[src/rtl/aftab_divider_result_stage_if.sv]
// Command, divider and result handshake bundle of the AFTAB divider result stage.
// The stage itself is the slave; the command source / divider / writeback side is the master.
interface aftab_divider_result_stage_if #(
    parameter int len = 32
);
    logic           cmdValid;
    logic           cmdReady;
    logic [1:0]     funct;
    logic [len-1:0] dividendIn;
    logic [len-1:0] divisorIn;
    logic           divStart;
    logic           divDone;
    logic [len:0]   divQ;
    logic [len+1:0] divR;
    logic           resValid;
    logic           resReady;
    logic [len-1:0] result;

    modport slave (
        input  cmdValid, funct, dividendIn, divisorIn, divDone, divQ, divR, resReady,
        output cmdReady, divStart, resValid, result
    );

    modport master (
        output cmdValid, funct, dividendIn, divisorIn, divDone, divQ, divR, resReady,
        input  cmdReady, divStart, resValid, result
    );
endinterface

[src/rtl/aftab_divider_result_stage.sv]
// RV32M divide/remainder result stage: sign-corrects the unsigned divider's magnitudes,
// resolves divide-by-zero and signed overflow locally, and holds the result under valid/ready.
module aftab_divider_result_stage #(
    parameter int len = 32
) (
    input logic                           clk,
    input logic                           rst,
    aftab_divider_result_stage_if.slave   bus
);
    typedef enum logic [1:0] {IDLE, WAIT, CORRECT, HOLD} state_t;

    localparam logic [len-1:0] MIN_NEG = {1'b1, {(len-1){1'b0}}};

    state_t         state_q;
    logic           cmd_ready_q;
    logic           res_valid_q;
    logic [len-1:0] result_q;
    logic [len-1:0] q_q;
    logic [len-1:0] r_q;
    logic           is_rem_q;
    logic           sign_a_q;
    logic           sign_b_q;

    logic           accept;
    logic           is_signed;
    logic           zero_div;
    logic           ovf;
    logic           special;
    logic [len-1:0] special_result_d;
    logic [len-1:0] corr_result_d;

    // NOTE: every signal gets a value on every path through always_comb so no latch is inferred.
    always_comb begin
        is_signed = ~bus.funct[0];
        accept    = (state_q == IDLE) && bus.cmdValid;
        zero_div  = (bus.divisorIn == '0);
        ovf       = is_signed && (bus.dividendIn == MIN_NEG) && (bus.divisorIn == '1);
        special   = zero_div | ovf;

        // Divide-by-zero wins; its remainder is the raw dividend with no sign fix.
        if (zero_div) begin
            special_result_d = bus.funct[1] ? bus.dividendIn : '1;
        end else begin
            special_result_d = bus.funct[1] ? '0 : MIN_NEG;
        end

        // Quotient is negative when operand signs differ; remainder follows the dividend.
        if (is_rem_q) begin
            corr_result_d = sign_a_q ? -r_q : r_q;
        end else begin
            corr_result_d = (sign_a_q ^ sign_b_q) ? -q_q : q_q;
        end
    end

    assign bus.divStart = accept & ~special;
    assign bus.cmdReady = cmd_ready_q;
    assign bus.resValid = res_valid_q;
    assign bus.result   = result_q;

    // NOTE: sequential state uses non-blocking assignments so all registers update together.
    always_ff @(posedge clk) begin
        if (rst) begin
            state_q     <= IDLE;
            cmd_ready_q <= 1'b1;
            res_valid_q <= 1'b0;
            result_q    <= '0;
            q_q         <= '0;
            r_q         <= '0;
            is_rem_q    <= 1'b0;
            sign_a_q    <= 1'b0;
            sign_b_q    <= 1'b0;
        end else begin
            case (state_q)
                IDLE: begin
                    if (accept) begin
                        is_rem_q    <= bus.funct[1];
                        sign_a_q    <= bus.dividendIn[len-1] & is_signed;
                        sign_b_q    <= bus.divisorIn[len-1] & is_signed;
                        cmd_ready_q <= 1'b0;
                        if (special) begin
                            result_q    <= special_result_d;
                            res_valid_q <= 1'b1;
                            state_q     <= HOLD;
                        end else begin
                            state_q     <= WAIT;
                        end
                    end
                end
                WAIT: begin
                    // Only the low len bits of the divider outputs carry the magnitude.
                    if (bus.divDone) begin
                        q_q     <= bus.divQ[len-1:0];
                        r_q     <= bus.divR[len-1:0];
                        state_q <= CORRECT;
                    end
                end
                CORRECT: begin
                    result_q    <= corr_result_d;
                    res_valid_q <= 1'b1;
                    state_q     <= HOLD;
                end
                HOLD: begin
                    if (bus.resReady) begin
                        res_valid_q <= 1'b0;
                        cmd_ready_q <= 1'b1;
                        state_q     <= IDLE;
                    end
                end
                default: begin
                    state_q <= IDLE;
                end
            endcase
        end
    end
endmodule

[src/flat_wrapper.sv]
// flat-port wrapper written by rule: the top's interface ports become plain ports
module aftab_divider_result_stage_flat 
#(
    parameter int len = 32
)
  (clk, rst, bus_cmdValid, bus_funct, bus_dividendIn, bus_divisorIn, bus_divDone, bus_divQ, bus_divR, bus_resReady, bus_cmdReady, bus_divStart, bus_resValid, bus_result);
  aftab_divider_result_stage_if #(.len(len)) bus_i ();
  input logic clk;
  input logic rst;
  input wire logic [$bits(bus_i.cmdValid)-1:0] bus_cmdValid;
  input wire logic [$bits(bus_i.funct)-1:0] bus_funct;
  input wire logic [$bits(bus_i.dividendIn)-1:0] bus_dividendIn;
  input wire logic [$bits(bus_i.divisorIn)-1:0] bus_divisorIn;
  input wire logic [$bits(bus_i.divDone)-1:0] bus_divDone;
  input wire logic [$bits(bus_i.divQ)-1:0] bus_divQ;
  input wire logic [$bits(bus_i.divR)-1:0] bus_divR;
  input wire logic [$bits(bus_i.resReady)-1:0] bus_resReady;
  output wire logic [$bits(bus_i.cmdReady)-1:0] bus_cmdReady;
  output wire logic [$bits(bus_i.divStart)-1:0] bus_divStart;
  output wire logic [$bits(bus_i.resValid)-1:0] bus_resValid;
  output wire logic [$bits(bus_i.result)-1:0] bus_result;
  assign bus_i.cmdValid = bus_cmdValid;
  assign bus_i.funct = bus_funct;
  assign bus_i.dividendIn = bus_dividendIn;
  assign bus_i.divisorIn = bus_divisorIn;
  assign bus_i.divDone = bus_divDone;
  assign bus_i.divQ = bus_divQ;
  assign bus_i.divR = bus_divR;
  assign bus_i.resReady = bus_resReady;
  assign bus_cmdReady = bus_i.cmdReady;
  assign bus_divStart = bus_i.divStart;
  assign bus_resValid = bus_i.resValid;
  assign bus_result = bus_i.result;
  aftab_divider_result_stage #(.len(len)) u_core (.clk(clk), .rst(rst), .bus(bus_i));
endmodule
[config.mk]
export PLATFORM = sky130hd
export DESIGN_NAME = aftab_divider_result_stage_flat
export DESIGN_NICKNAME = d
export VERILOG_FILES = /design/src/rtl/aftab_divider_result_stage_if.sv /design/src/rtl/aftab_divider_result_stage.sv /design/src/flat_wrapper.sv
export SDC_FILE = /design/constraint.sdc
export NUM_CORES = 1
export LEC_CHECK = 0
export ABC_CLOCK_PERIOD_IN_PS = 7700
export BUFFER_PORTS_ARGS = -buffer_cell sky130_fd_sc_hd__buf_2
export CAP_MARGIN = 20
export CORE_AREA = 3 3 106 108
export DETAILED_ROUTE_END_ITERATION = 16
export DIE_AREA = 0 0 109 111
export PLACE_DENSITY = 0.86
export RECOVER_POWER = 50
export SLEW_MARGIN = 30
export SYNTH_ARGS = -nofsm -noshare
export SYNTH_HDL_FRONTEND = slang
export SYNTH_SLANG_ARGS = --single-unit
[constraint.sdc]
create_clock -name clk -period 7.7 [get_ports clk]
set_input_delay 1.54 -clock clk [delete_from_list [all_inputs] [get_ports clk]]
set_output_delay 1.54 -clock clk [all_outputs]
set_load 0.005 [all_outputs]
**Word level (Yosys, flattened, before mapping)**

Cells that the tools add are included.

- Input bits: 138
- Output and inout port bits: 35
- Word-level logic and storage cells: 62
- Bits in registers: 103

- Bitwise operators: 7
- Add/subtract/negate cells: 2
- Multiplexer cells: 21
- Equal/unequal tests: 9
- Reductions and logical operators: 14

Operators with widths:

| operator | number |
|---|---|
| two-way mux 32 bit | 8 |
| == test 32 bit, second input constant | 2 |
| negation 32 bit | 2 |
| case mux 32 bit (2 select lines) | 1 |
| zero test 32 bit | 1 |
| AND reduction 3 bit | 3 |
| two-way mux 2 bit | 4 |
| case mux 2 bit (4 select lines) | 1 |
| two-way mux 1 bit | 5 |
| == test 2 bit, second input constant | 2 |
| inequality test 2 x 1 -> 1 bit, second input constant | 2 |
| inequality test 2 bit, second input constant | 2 |
| AND reduction 2 bit | 2 |
| AND reduction 4 bit | 1 |
| nonzero test 2 bit | 2 |
| AND 1 bit | 3 |
| logical AND 1 bit | 3 |
| case mux 1 bit (3 select lines) | 1 |
| nonzero test 3 bit | 1 |
| == test 2 x 1 -> 1 bit, second input constant | 1 |
| zero test 2 bit | 1 |
| inverter 1 bit | 2 |
| case mux 1 bit (2 select lines) | 1 |
| OR 1 bit | 1 |
| bitwise XOR 1 bit | 1 |

**Logic depth before layout (Yosys ltp)**

- Word-level depth: 7
- Depth in mapped cells: 9
- Mapped depth without buffers: 8

**Worst setup path after synthesis**

OpenSTA, ideal clock, no wires.

- Kind: in2out
- Start point: in bus_dividendIn[23]
- End point: out bus_divStart
- Data arrival time: 3,151 ps
- Buffers on the path: 0
- Required time: 6,160 ps
- Path slack: 3,009 ps
- Stages on the path: 5
- Cells stage by stage: or4_1 -> or4_4 -> nor4_4 -> a21oi_1 -> and2_1

- Longest elaborated chain between the ends: 6

RTL lines:

| what | RTL line | RTL |
|---|---|---|
| from (decl) | flat_wrapper.sv:12 | `input wire logic [$bits(bus_i.dividendIn)-1:0] bus_dividendIn;` |
| == test 32 bit | aftab_divider_result_stage.sv:37 | `ovf = is_signed && (bus.dividendIn == MIN_NEG) && (bus.divisorIn == '1);` |
| logical AND 1 bit (2 in series) | aftab_divider_result_stage.sv:37 |  |
| OR 1 bit | aftab_divider_result_stage.sv:38 | `special = zero_div \| ovf;` |
| inverter 1 bit | aftab_divider_result_stage.sv:55 | `assign bus.divStart = accept & ~special;` |
| AND 1 bit | aftab_divider_result_stage.sv:55 |  |
| to (decl) | flat_wrapper.sv:19 | `output wire logic [$bits(bus_i.divStart)-1:0] bus_divStart;` |

No other way between the ends.

**Worst setup path in the final report**

Same ends and word-level chain as after synthesis.

==> qor.csv <==
metric;value;unit
outcome;finished, violations left;
violations;max-capacitance violations, max-slew violations;
crit_path_end_kind;output port;
finalInstanceArea;6960;um^2
hpwlAfterDp;13260;um
hold_viol;0;
top_usage_layer;met2;
postCtsSetupBuffers;0;
syn-cell-area;5912;um^2
synth-edff-count;0;
grt_usage;0.2780;
dieArea;12100;um^2
leakage;2.695;nW
gr-usage-met3;0.04543;
drv_cap;1;
crit_path_start_kind;input pin;
drt_iter0_drc;427;
tns;0;ps
grt_pass1_wl;27080;um
overflow;0;
max-vdd-ir-drop;0.0001406;V
drive_gt1_frac;0.2260;
cp_cell_sequence;buf_2, or4_1, or4_4, nor4_4, a21oi_1, and2_1, buf_2;
die_w;109;um
rows;37;
drc;0;
worstMarginPinSlew;2632;ps
synth_area_leaders;dfxtp_1 35%, nand2_1 10%, a21oi_1 8.1%, xor2_1 4.4%, xnor2_1 4.1%;
fillers;915;
synth.area.mux_share;0.008677;
place_inst;1036;
cp_num_buf_inv;2;
syn_to_final_growth;17.74;%
final_cell_count_no_fill;1052;
yosysTopAreaCell;dfxtp_1;
synth_simple_gate_area_share;0.2548;
finalCriticalPeriod;5054;ps
clockRootBuffer;clkbuf_8;
synth_compound_area_frac;0.2400;
synth_flop_cell;dfxtp_1;
cts_hold_buf;0;
vias;6367;
core;10320;um^2
nNetsFinal;1056;
ctsResizeCount;0;
worst_ep_required_time;6160;ps
synth_seq_cells;103;
antenna_left;0;
synth_top_family_by_area;simple AND/OR/NAND/NOR gates;
skew;12.50;ps
firstDrtPassIters;7;
io_pins;173;
routed_wl;17660;um
crit_top_cell;buf_2;
slew_headroom;-0.7545;
synthArstFlopShare;0;
grt_max_degree;87;
start_util;0.5727;
finalCritPeriodShare;0.6563;
grt_antenna_before_repair;0;
clk_latency;370;ps
critPathTopFamily;simple AND/OR/NAND/NOR gates;
synthAdderAreaFrac;0.01481;
crit_fanout;4;
use_met1;0.3963;
power_density;266.3;nW/um^2
cts.path.max_buffers;2;
maxSlewViolCount;65;
io_buffer_count;169;
max_freq;197.9;MHz
hold_slack;475.0;ps
htreeDepth;3;
setup_viol;0;
clock-sinks;103;
min-delay-path-class;reg -> reg;
crit_type;in -> out;
avgSynthCellArea;7.609;um^2
synth_nets;922;
yosysWarnings;0;
placedInstanceArea;6777;um^2
crit_arrival;3510;ps
cts_tree;built;
clk_pin_slew_worst_paths;110;ps
syn_inst;777;
cts_made_buffers;9;
ys_seq_area_frac;0.3488;
grt_pass1_vias;5482;
pre_cts_slack;2656;ps
wl_per_cell;16.79;um
setup_ws;2646;ps
die_height;111;um
synth_xor_area_frac;0.08593;
diodes;0;
gp_congestion;0.9469;
critPathSlowestCell;or4_4;
vias_per_cell;6.052;
slowest_delay;580;ps
grt_util_met2;0.4271;
yosysUniqueCellTypes;59;
synth_top_area_frac;0.3488;
rsz0062_at_grt;no;
flip-flops by register name (all words and copies together) (netlist names):
register             flops
u_core.bus.result       32
u_core.bus.resValid      1
u_core.state_q           2
u_core.q_q              32
u_core.is_rem_q          1
u_core.bus.cmdReady      1
u_core.sign_a_q          1
u_core.sign_b_q          1
u_core.r_q              32
Yosys cell counts (all sizes together), types with 5 or more instances:
cell type and n:
a21oi 96, a221oi 5, a22o 5, a22oi 6, a311oi 7, a31oi 12, a32o 11, and2 7
buf 7, clkbuf 44, dfxtp 103, ha 7, inv 19, nand2 163, nand4 11, nor2 50
nor3 15, nor4 18, o211ai 7, o21ai 29, o31ai 14, o41ai 9, or3 7, or4 18
xnor2 28, xor2 30
per-stage QoR:
stage,utilization,power [mW]
finish,0.6742,1.853
global route,0.6742,1.971
CTS,0.6748,1.844
detailed placement,0.6564,1.518
global placement,0.6554,1.503
floorplan,-,1.283
per-layer routing:
metal / vias up / wire [um]
met5: - / 0
met4: 0 / 434
met3: 37 / 1914
met2: 349 / 7950
met1: 2899 / 7362
li1: 3082 / -
worst reg2reg max path, delay by kind of cell (launching register included):
kind | cells | cell delay (ps)
flip-flops | 1 | 400
adder cells (fa/ha/maj) | 1 | 230
AND/OR/NAND/NOR | 2 | 290
AO/OA/AOI/OAI | 1 | 220
buffers and inverters | 2 | 1940
final cells by class:
cell class              count  area, um^2  area share
clock buffers              10       137.6     0.01977
clock inverters             6       52.55    0.007550
inverters                  20       75.07     0.01079
multi-input cells         603        3585      0.5150
flip-flops and latches    103        2063      0.2964
well taps                 136       170.2     0.02445
repair buffers            174       877.1      0.1260
kinds of logic (layout without fill, tap and decap cells):
logic type      after synthesis  count (layout)
flops                       103             103
fa+ha+maj                     7               7
simple gates                312             312
xor+xnor                     58              58
buf+inv                      71             210
mux                           5               5
compound gates              221             221
placed cells by master (no fill, tap or decap), drive strengths merged, types with 12 or more instances in the layout:
| master | instances |
|---|---|
| o31ai | 14 |
| nand2 | 163 |
| nor4 | 18 |
| or4 | 18 |
| inv | 22 |
| nor2 | 50 |
| clkbuf | 13 |
| nor3 | 15 |
| dfxtp | 103 |
| xor2 | 30 |
| xnor2 | 28 |
| o21ai | 29 |
| buf | 171 |
| a21oi | 96 |
| a31oi | 12 |
where the power goes:
part	internal (mW)	switching [mW]	leakage, nW
combinational	0.308	0.499	1.77
clock	0.132	0.200	0.0914
sequential	0.615	0.0988	0.837
path summary, 6_finish.rpt:
check / start / endpoint / slack (ps) / cells past startpoint
worst min-delay path: u_core.bus.result[26]$_SDFFE_PP0P_ / u_core.bus.result[26]$_SDFFE_PP0P_ / 470 / 1
worst min register to register: u_core.bus.result[26]$_SDFFE_PP0P_ / u_core.bus.result[26]$_SDFFE_PP0P_ / 470 / 1
worst max register to register: u_core.state_q[1]$_SDFFE_PP0P_ / u_core.q_q[28]$_SDFFE_PP0P_ / 4560 / 6
worst max-delay path: bus_dividendIn[23] / bus_divStart / 2650 / 7
Note: power is estimated with default switching activity, not from simulation.
